**config.mk**
```make
export PLATFORM = sky130hd
export DESIGN_NAME = slot_allocator
export DESIGN_NICKNAME = d
export VERILOG_FILES = /design/src/rtl/alloc_pkg.sv /design/src/rtl/free_slot_finder.sv /design/src/rtl/slot_allocator.sv
export SDC_FILE = /design/constraint.sdc
export NUM_CORES = 1
export LEC_CHECK = 0
export ABC_AREA = 1
export BUFFER_PORTS_ARGS = -buffer_cell sky130_fd_sc_hd__buf_2
export CAP_MARGIN = 15
export CELL_PAD_IN_SITES_DETAIL_PLACEMENT = 1
export CELL_PAD_IN_SITES_GLOBAL_PLACEMENT = 2
export CORE_MARGIN = 2
export CORE_UTILIZATION = 34
export DETAILED_ROUTE_END_ITERATION = 10
export GPL_ROUTABILITY_DRIVEN = 0
export GPL_TIMING_DRIVEN = 1
export HOLD_SLACK_MARGIN = 0.06
export PLACE_DENSITY = 0.86
export SLEW_MARGIN = 20
export SYNTH_ARGS = -nofsm -noshare
export SYNTH_HDL_FRONTEND = slang
export SYNTH_SLANG_ARGS = --single-unit
export TNS_END_PERCENT = 10
```
**constraint.sdc**
```tcl
create_clock -name clk -period 3.1 [get_ports clk]
set_input_delay 0.155 -clock clk [delete_from_list [all_inputs] [get_ports clk]]
set_output_delay 0.155 -clock clk [all_outputs]
set_load 0.01 [all_outputs]
```
**src/rtl/alloc_pkg.sv**
```systemverilog
// Shared definitions for the slot allocator: search-mode encodings and index width helper.
package alloc_pkg;

    localparam int unsigned ALLOC_LOWEST = 0;
    localparam int unsigned ALLOC_RR     = 1;

    function automatic int unsigned idx_w(input int unsigned n);
        return $clog2(n);
    endfunction

endpackage

```
**src/rtl/free_slot_finder.sv**
```systemverilog
// Combinational search for the first free slot, either from index 0 or rotating from a start
// pointer with wrap-around.
module free_slot_finder import alloc_pkg::*; #(
    parameter int unsigned N  = 8,
    parameter int unsigned RR = ALLOC_LOWEST,
    parameter int unsigned W  = idx_w(N)
) (
    input  logic [N-1:0] used,
    input  logic [W-1:0] start,
    output logic         found,
    output logic [W-1:0] idx
);

    localparam logic [W:0] NW = (W+1)'(N);

    logic [W-1:0] base;
    logic [W:0]   cand;

    assign base = (RR == ALLOC_RR) ? start : '0;

    // Walk offsets from the top down so the smallest offset from base wins.
    always_comb begin
        found = 1'b0;
        idx   = '0;
        cand  = '0;
        for (int k = N - 1; k >= 0; k--) begin
            cand = {1'b0, base} + (W+1)'(k);
            if (cand >= NW) begin
                cand = cand - NW;
            end
            if (!used[cand[W-1:0]]) begin
                found = 1'b1;
                idx   = cand[W-1:0];
            end
        end
    end

endmodule

```
**src/rtl/slot_allocator.sv**
```systemverilog
// Free-slot allocator: bitmap of buffer slots, registered one-per-cycle offer over valid/ready,
// slot release with double-free / out-of-range error pulse, occupancy count and flush.
module slot_allocator import alloc_pkg::*; #(
    parameter int unsigned NUM_SLOTS = 8,
    parameter int unsigned IDX_W     = idx_w(NUM_SLOTS),
    parameter int unsigned RR_MODE   = ALLOC_LOWEST
) (
    input  logic             clk,
    input  logic             rst_n,
    input  logic             flush,
    output logic             alloc_vld,
    input  logic             alloc_rdy,
    output logic [IDX_W-1:0] alloc_idx,
    input  logic             rel_vld,
    input  logic [IDX_W-1:0] rel_idx,
    output logic [IDX_W:0]   free_cnt,
    output logic             full,
    output logic             err_rel
);

    localparam logic [IDX_W:0]   NUM_CNT  = (IDX_W+1)'(NUM_SLOTS);
    localparam logic [IDX_W-1:0] LAST_IDX = IDX_W'(NUM_SLOTS - 1);

    logic [NUM_SLOTS-1:0] used_q, used_d;
    logic [IDX_W-1:0]     ptr_q, ptr_d;
    logic [IDX_W:0]       free_cnt_q, free_cnt_d;
    logic                 alloc_vld_q;
    logic [IDX_W-1:0]     alloc_idx_q;
    logic                 err_rel_q, err_rel_d;
    logic                 fire, rel_ok;
    logic                 found;
    logic [IDX_W-1:0]     found_idx;

    always_comb begin
        fire   = alloc_vld_q & alloc_rdy;
        rel_ok = 1'b0;
        used_d = used_q;
        // Only indices below NUM_SLOTS can match, so out-of-range releases fall out as errors.
        for (int i = 0; i < int'(NUM_SLOTS); i++) begin
            if (rel_vld && rel_idx == IDX_W'(i) && used_q[i]) begin
                rel_ok = 1'b1;
            end
        end
        for (int i = 0; i < int'(NUM_SLOTS); i++) begin
            if (fire && alloc_idx_q == IDX_W'(i)) begin
                used_d[i] = 1'b1;
            end
            if (rel_ok && rel_idx == IDX_W'(i)) begin
                used_d[i] = 1'b0;
            end
        end
        free_cnt_d = free_cnt_q - (IDX_W+1)'(fire) + (IDX_W+1)'(rel_ok);
        err_rel_d  = rel_vld & ~rel_ok;
        ptr_d      = ptr_q;
        if (RR_MODE == ALLOC_RR && fire) begin
            ptr_d = (alloc_idx_q == LAST_IDX) ? '0 : alloc_idx_q + IDX_W'(1);
        end
        if (flush) begin
            used_d     = '0;
            ptr_d      = '0;
            free_cnt_d = NUM_CNT;
            err_rel_d  = 1'b0;
        end
    end

    free_slot_finder #(
        .N  (NUM_SLOTS),
        .RR (RR_MODE),
        .W  (IDX_W)
    ) u_finder (
        .used  (used_d),
        .start (ptr_d),
        .found (found),
        .idx   (found_idx)
    );

    always_ff @(posedge clk or negedge rst_n) begin
        if (!rst_n) begin
            used_q      <= '0;
            ptr_q       <= '0;
            free_cnt_q  <= NUM_CNT;
            alloc_vld_q <= 1'b1;
            alloc_idx_q <= '0;
            err_rel_q   <= 1'b0;
        end else begin
            used_q      <= used_d;
            ptr_q       <= ptr_d;
            free_cnt_q  <= free_cnt_d;
            alloc_vld_q <= found;
            alloc_idx_q <= found ? found_idx : '0;
            err_rel_q   <= err_rel_d;
        end
    end

    assign alloc_vld = alloc_vld_q;
    assign alloc_idx = alloc_idx_q;
    assign free_cnt  = free_cnt_q;
    assign full      = (free_cnt_q == '0);
    assign err_rel   = err_rel_q;

endmodule

```
## Yosys cells after proc, flatten, opt, wreduce, memory -nomap -nowiden

Index checks and enable logic that the tools add are counted.

- Bitwise operators: 3
- Equality and inequality tests: 14
- Reductions and logical operators: 35
- $add $sub $neg: 2
- Mux-type cells: 44

Operator list:

| operator | count |
|---|---|
| 1-bit two-way mux | 33 |
| 1-bit logical AND | 32 |
| 3-bit two-way mux | 9 |
| 3-bit == test, second input constant | 8 |
| 3-bit by 2-bit == test with 1-bit output, second input constant | 4 |
| 8-bit two-way mux | 1 |
| 3-bit by 1-bit == test with 1-bit output, second input constant | 2 |
| 3-bit logical NOT | 2 |
| 4-bit by 1-bit adder with 4-bit output | 1 |
| 4-bit logical NOT | 1 |
| 4-bit two-way mux | 1 |
| 4-bit by 1-bit subtractor with 4-bit output | 1 |
| 1-bit AND | 2 |
| 1-bit inverter | 1 |

- Word-level logic and storage cells: 103
- Register bits after elaboration: 17
- Input port bits: 8

## Depth between registers and ports, before layout

- Word-level depth: 23
- Depth in mapped cells: 14
- Depth with buffers taken out: 14

## Modules after synthesis

From an unflattened synthesis, not the netlist that was laid out.

- Cell total of the unflattened synthesis: 148
- Area total of the unflattened synthesis: 1184.9 um^2

Modules (own cells, without submodules):

| module | cells an instance | times used | area an instance (um^2) | seq. area each (um^2) |
|---|---|---|---|---|
| slot_allocator | 130 | 1 | 1106.1 | 503.0 |
| free_slot_finder | 18 | 1 | 78.8 | 0.0 |

## Worst setup path before layout

No wires, ideal clock.

- Path kind: reg-to-reg
- Start: reg used_q[4]
- End: reg free_cnt_q[3], in the netlist free_cnt[3]
- Path slack: 1197 ps
- Arrival time: 1818 ps
- Clock period less this slack: 1903 ps
- Stages on the path, launching flop included: 13
- Path buffers: 0
- Cell sequence: dfrtp_1 inv_1 o22ai_1 nor2_1 nand4_1 nand2_1 ha_1 inv_1 ha_1 a21o_1 a21oi_1 xor2_1 or2_2

- Word-level cells in the longest chain between the ends: 7

RTL lines:

| element | line | RTL |
|---|---|---|
| start: declaration | slot_allocator.sv:24 | `logic [NUM_SLOTS-1:0] used_q, used_d;` |
| start signal: assignment | slot_allocator.sv:86 | `used_q <= used_d;` |
| 1-bit logical AND | slot_allocator.sv:40 | `if (rel_vld && rel_idx == IDX_W'(i) && used_q[i]) begin` |
| 1-bit two-way mux (4 in series) | slot_allocator.sv:40 |  |
| 4-bit by 1-bit adder with 4-bit output | slot_allocator.sv:52 | `free_cnt_d = free_cnt_q - (IDX_W+1)'(fire) + (IDX_W+1)'(rel_ok);` |
| 4-bit two-way mux | slot_allocator.sv:58 | `if (flush) begin` |
| via free_cnt_d[3] | slot_allocator.sv:26 | `logic [IDX_W:0] free_cnt_q, free_cnt_d;` |
| end signal: assignment | slot_allocator.sv:88 | `free_cnt_q <= free_cnt_d;` |
| end: declaration | slot_allocator.sv:26 |  |

The timed path passes the listed nets, and every way through them passes these cells.

## Worst setup path after layout

- Start: reg used_q[0]
- End: reg free_cnt_q[3], in the netlist free_cnt[3]

- Word-level cells in the longest chain between the ends: 11

RTL lines:

| element | line |
|---|---|
| 1-bit logical AND | slot_allocator.sv:40 |
| 1-bit two-way mux (8 in series) | slot_allocator.sv:40 |
| 4-bit by 1-bit adder with 4-bit output | slot_allocator.sv:52 |
| 4-bit two-way mux | slot_allocator.sv:58 |
| via free_cnt_d[3] | slot_allocator.sv:26 |

The timed path passes the listed nets, and every way through them passes these cells.

==> impl_metrics.ini <==
[power_and_ir_drop]
p_switching_uw = 183
powerDensity_nw_per_um2 = 444
pwr-share-clk = 0.222
seqPwrFrac = 0.471
p_leak_nw = 0.603
ir_drop_v = 0.000172
comb_power_share = 0.307
internal_power_uw = 366
swShare = 0.334

[timing]
tightest_slew_ns = 0.400
timing_hold_violations_final = 0
setup_tns_ns = 0
setup_viol = 0
rsz0062_at_grt = false
fin_crit_sh = 0.668
finalCriticalPeriod_ns = 2.07
fin_skew_ns = 0.00426
drv_slew = 0
relSlewSlack = 0.733
setup_slack_ns = 1.03
fmax_ghz = 0.483
whs_ns = 0.211

[logic_synthesis]
syn-instance-count = 133
synth_warnings = 0
ys.flop_type = dfrtp_1
ys_seq_area_frac = 0.401
ys_top_cells_by_count = inv_1 (24), nand2_1 (23), nor2_1 (17), dfrtp_1 (15)
yosys.area.top_type = dfrtp_1
synth-edff-count = 0
synth.most_common_cell = inv_1
syn_area_um2 = 1070
synth_nets = 147
ys_ff_latch = 17
synthDistinctLibCells = 31
syn_avg_cell_area_um2 = 8.02
yosys-top-cells-area = dfrtp_1 (35%), inv_1 (8.4%), nand2_1 (8.1%)
yosys.area.top_type_share = 0.352
async_flop_share = 1.00

[global_route]
gr-total-overflow = 0
track_usage = 0.172
grt_pass1_wl_mm = 4.56
grt_pass1_vias = 966
grt_max_degree = 18
grt_antenna_before_repair = 0

[worst_setup_path]
r2r_slack_ns = 1.03
critPathMaxFanout = 2
cp.arrival_ns = 2.30
critPathRequiredTime_ns = 3.33
crit_type = register to register
cp-end-kind = register
start_kind = register

[clock_tree]
h-tree-depth = 1
ctsResizeCount = 0
postCtsSetupRepairBufs = 0
clkSinkCount = 17
cts_buffers = 3
clockRootBuffer = clkbuf_4
insertion_delay_ns = 0.29
cts_buffer_depth = 2
cts.clk_slew.worst_paths_ns = 0.10
cts_tree = done

[status]
outcome = complete, no violations

[cells_and_area]
fillers = 399
num_antenna_cells = 0
area_growth_pct = 15.8
drive_above_1_share = 0.240
nets = 169
postLayoutCoreUtil = 0.408

[floorplan]
dieArea_um2 = 3600
coreArea_um2 = 3030
io_pins = 18
rows = 20
die-width_um = 60.0
dieHeight_um = 60.0
start_util = 0.352

[placement]
place_ws_ns = 0.887
hpwl_mm = 2.16
io_buffers = 17

[detailed_routing]
drc = 0
drt-total-wl_mm = 2.60
avgViaCountPerCell = 4.76
first_iter_violations = 27
routedWlPerCell_um = 13.1
ant_nets = 0
dr_total_vias = 943
dr.pass1.iters = 4

[run]
drv_cap = 0

[hold_path]
worstHoldPathType = input pin to register
## path summary, 6_finish.rpt
| path | end | cells past startpoint | startpoint |
|---|---|---|---|
| worst max register to register | free_cnt[3]$_DFF_PN1_ | 12 | used_q[0]$_DFF_PN0_ |
| worst min-delay path | free_cnt[1]$_DFF_PN0_ | 2 | flush |
| worst min register to register | used_q[3]$_DFF_PN0_ | 2 | used_q[3]$_DFF_PN0_ |
| max in group asynchronous | alloc_vld$_DFF_PN1_ | 2 | rst_n |
| worst max-delay path | free_cnt[3]$_DFF_PN1_ | 12 | used_q[0]$_DFF_PN0_ |
| min in group asynchronous | used_q[0]$_DFF_PN0_ | 2 | rst_n |
## layer usage
layer | wire, µm | track usage | vias up
li1 | - | - | 465
met2 | 1210 | 0.272 | 14
met5 | 0 | 0 | -
met3 | 49 | 0.0195 | 6
met1 | 1280 | 0.236 | 458
met4 | 58 | 0.0762 | 0
## critical path, stage by stage, from the launching register on
cell and delay, ns:
dfrtp_1 0.37, inv_1 0.06, o22ai_1 0.17, nor2_1 0.05
nand4_1 0.09, nand2_1 0.07, ha_1 0.27, inv_1 0.03
ha_1 0.20, a21o_1 0.18, a21oi_1 0.15, xor2_1 0.08
or2_2 0.28
## logic make-up after synthesis
logic type / after synthesis / share of synthesized area
XOR/XNOR: 2 / 0.0164
AO/OA/AOI/OAI: 14 / 0.0797
AND/OR/NAND/NOR: 68 / 0.331
flip-flops: 17 / 0.401
adder cells (fa/ha/maj): 6 / 0.0774
buffers and inverters: 26 / 0.0950
## what timing repair did
action                                 CTS  global route
setup endpoints to repair                0             0
hold buffers                             1             0
endpoints found under the hold margin   15             0
## stage by stage
step | std cells | cell area, µm² | power [mW]
after CTS | 198 | 1240 | 0.559
after global routing | 198 | 1240 | 0.591
after floorplan | 133 | 1070 | 0.371
after detailed placement | 193 | 1200 | 0.433
after global placement | 193 | 1200 | 0.421
final | 198 | 1240 | 0.549
## power by group through the flow
stage,clock [mW],combinational (mW),sequential [mW]
CTS,0.128,0.173,0.259
floorplan,0,0.102,0.269
detailed placement,0,0.170,0.263
global placement,0,0.159,0.262
global route,0.136,0.193,0.262
finish,0.122,0.169,0.259
## flip-flops by register name, summed over array words and instances (netlist names)
name       count
used_q         8
err_rel        1
free_cnt       4
alloc_vld      1
alloc_idx      3
## area by class of cell
type / count / area [µm²] / area share
inverter: 25 / 93.8 / 0.0759
sequential: 17 / 428 / 0.346
multi-input combinational: 90 / 538 / 0.435
tap: 44 / 55.1 / 0.0445
clock buffer: 4 / 26.3 / 0.0213
timing repair buffer: 18 / 95.1 / 0.0769
## cells in the final DEF (no fill, tap or decap), types with 2 or more instances in the layout
cell type  netlist  final
a21oi_1          5      5
a31oi_1          3      3
buf_2            0     17
clkbuf_4         0      3
dfrtp_1         15     15
dfstp_2          2      2
ha_1             5      5
inv_1           24     24
nand2_1         23     23
nand3_1          5      5
nand3_2          2      2
nand4_1          4      4
nor2_1          17     17
nor2_2           3      3
nor3_1           4      4
nor3_2           3      3
o22ai_1          2      2
No activity file was read; power rests on OpenSTA's default activity.
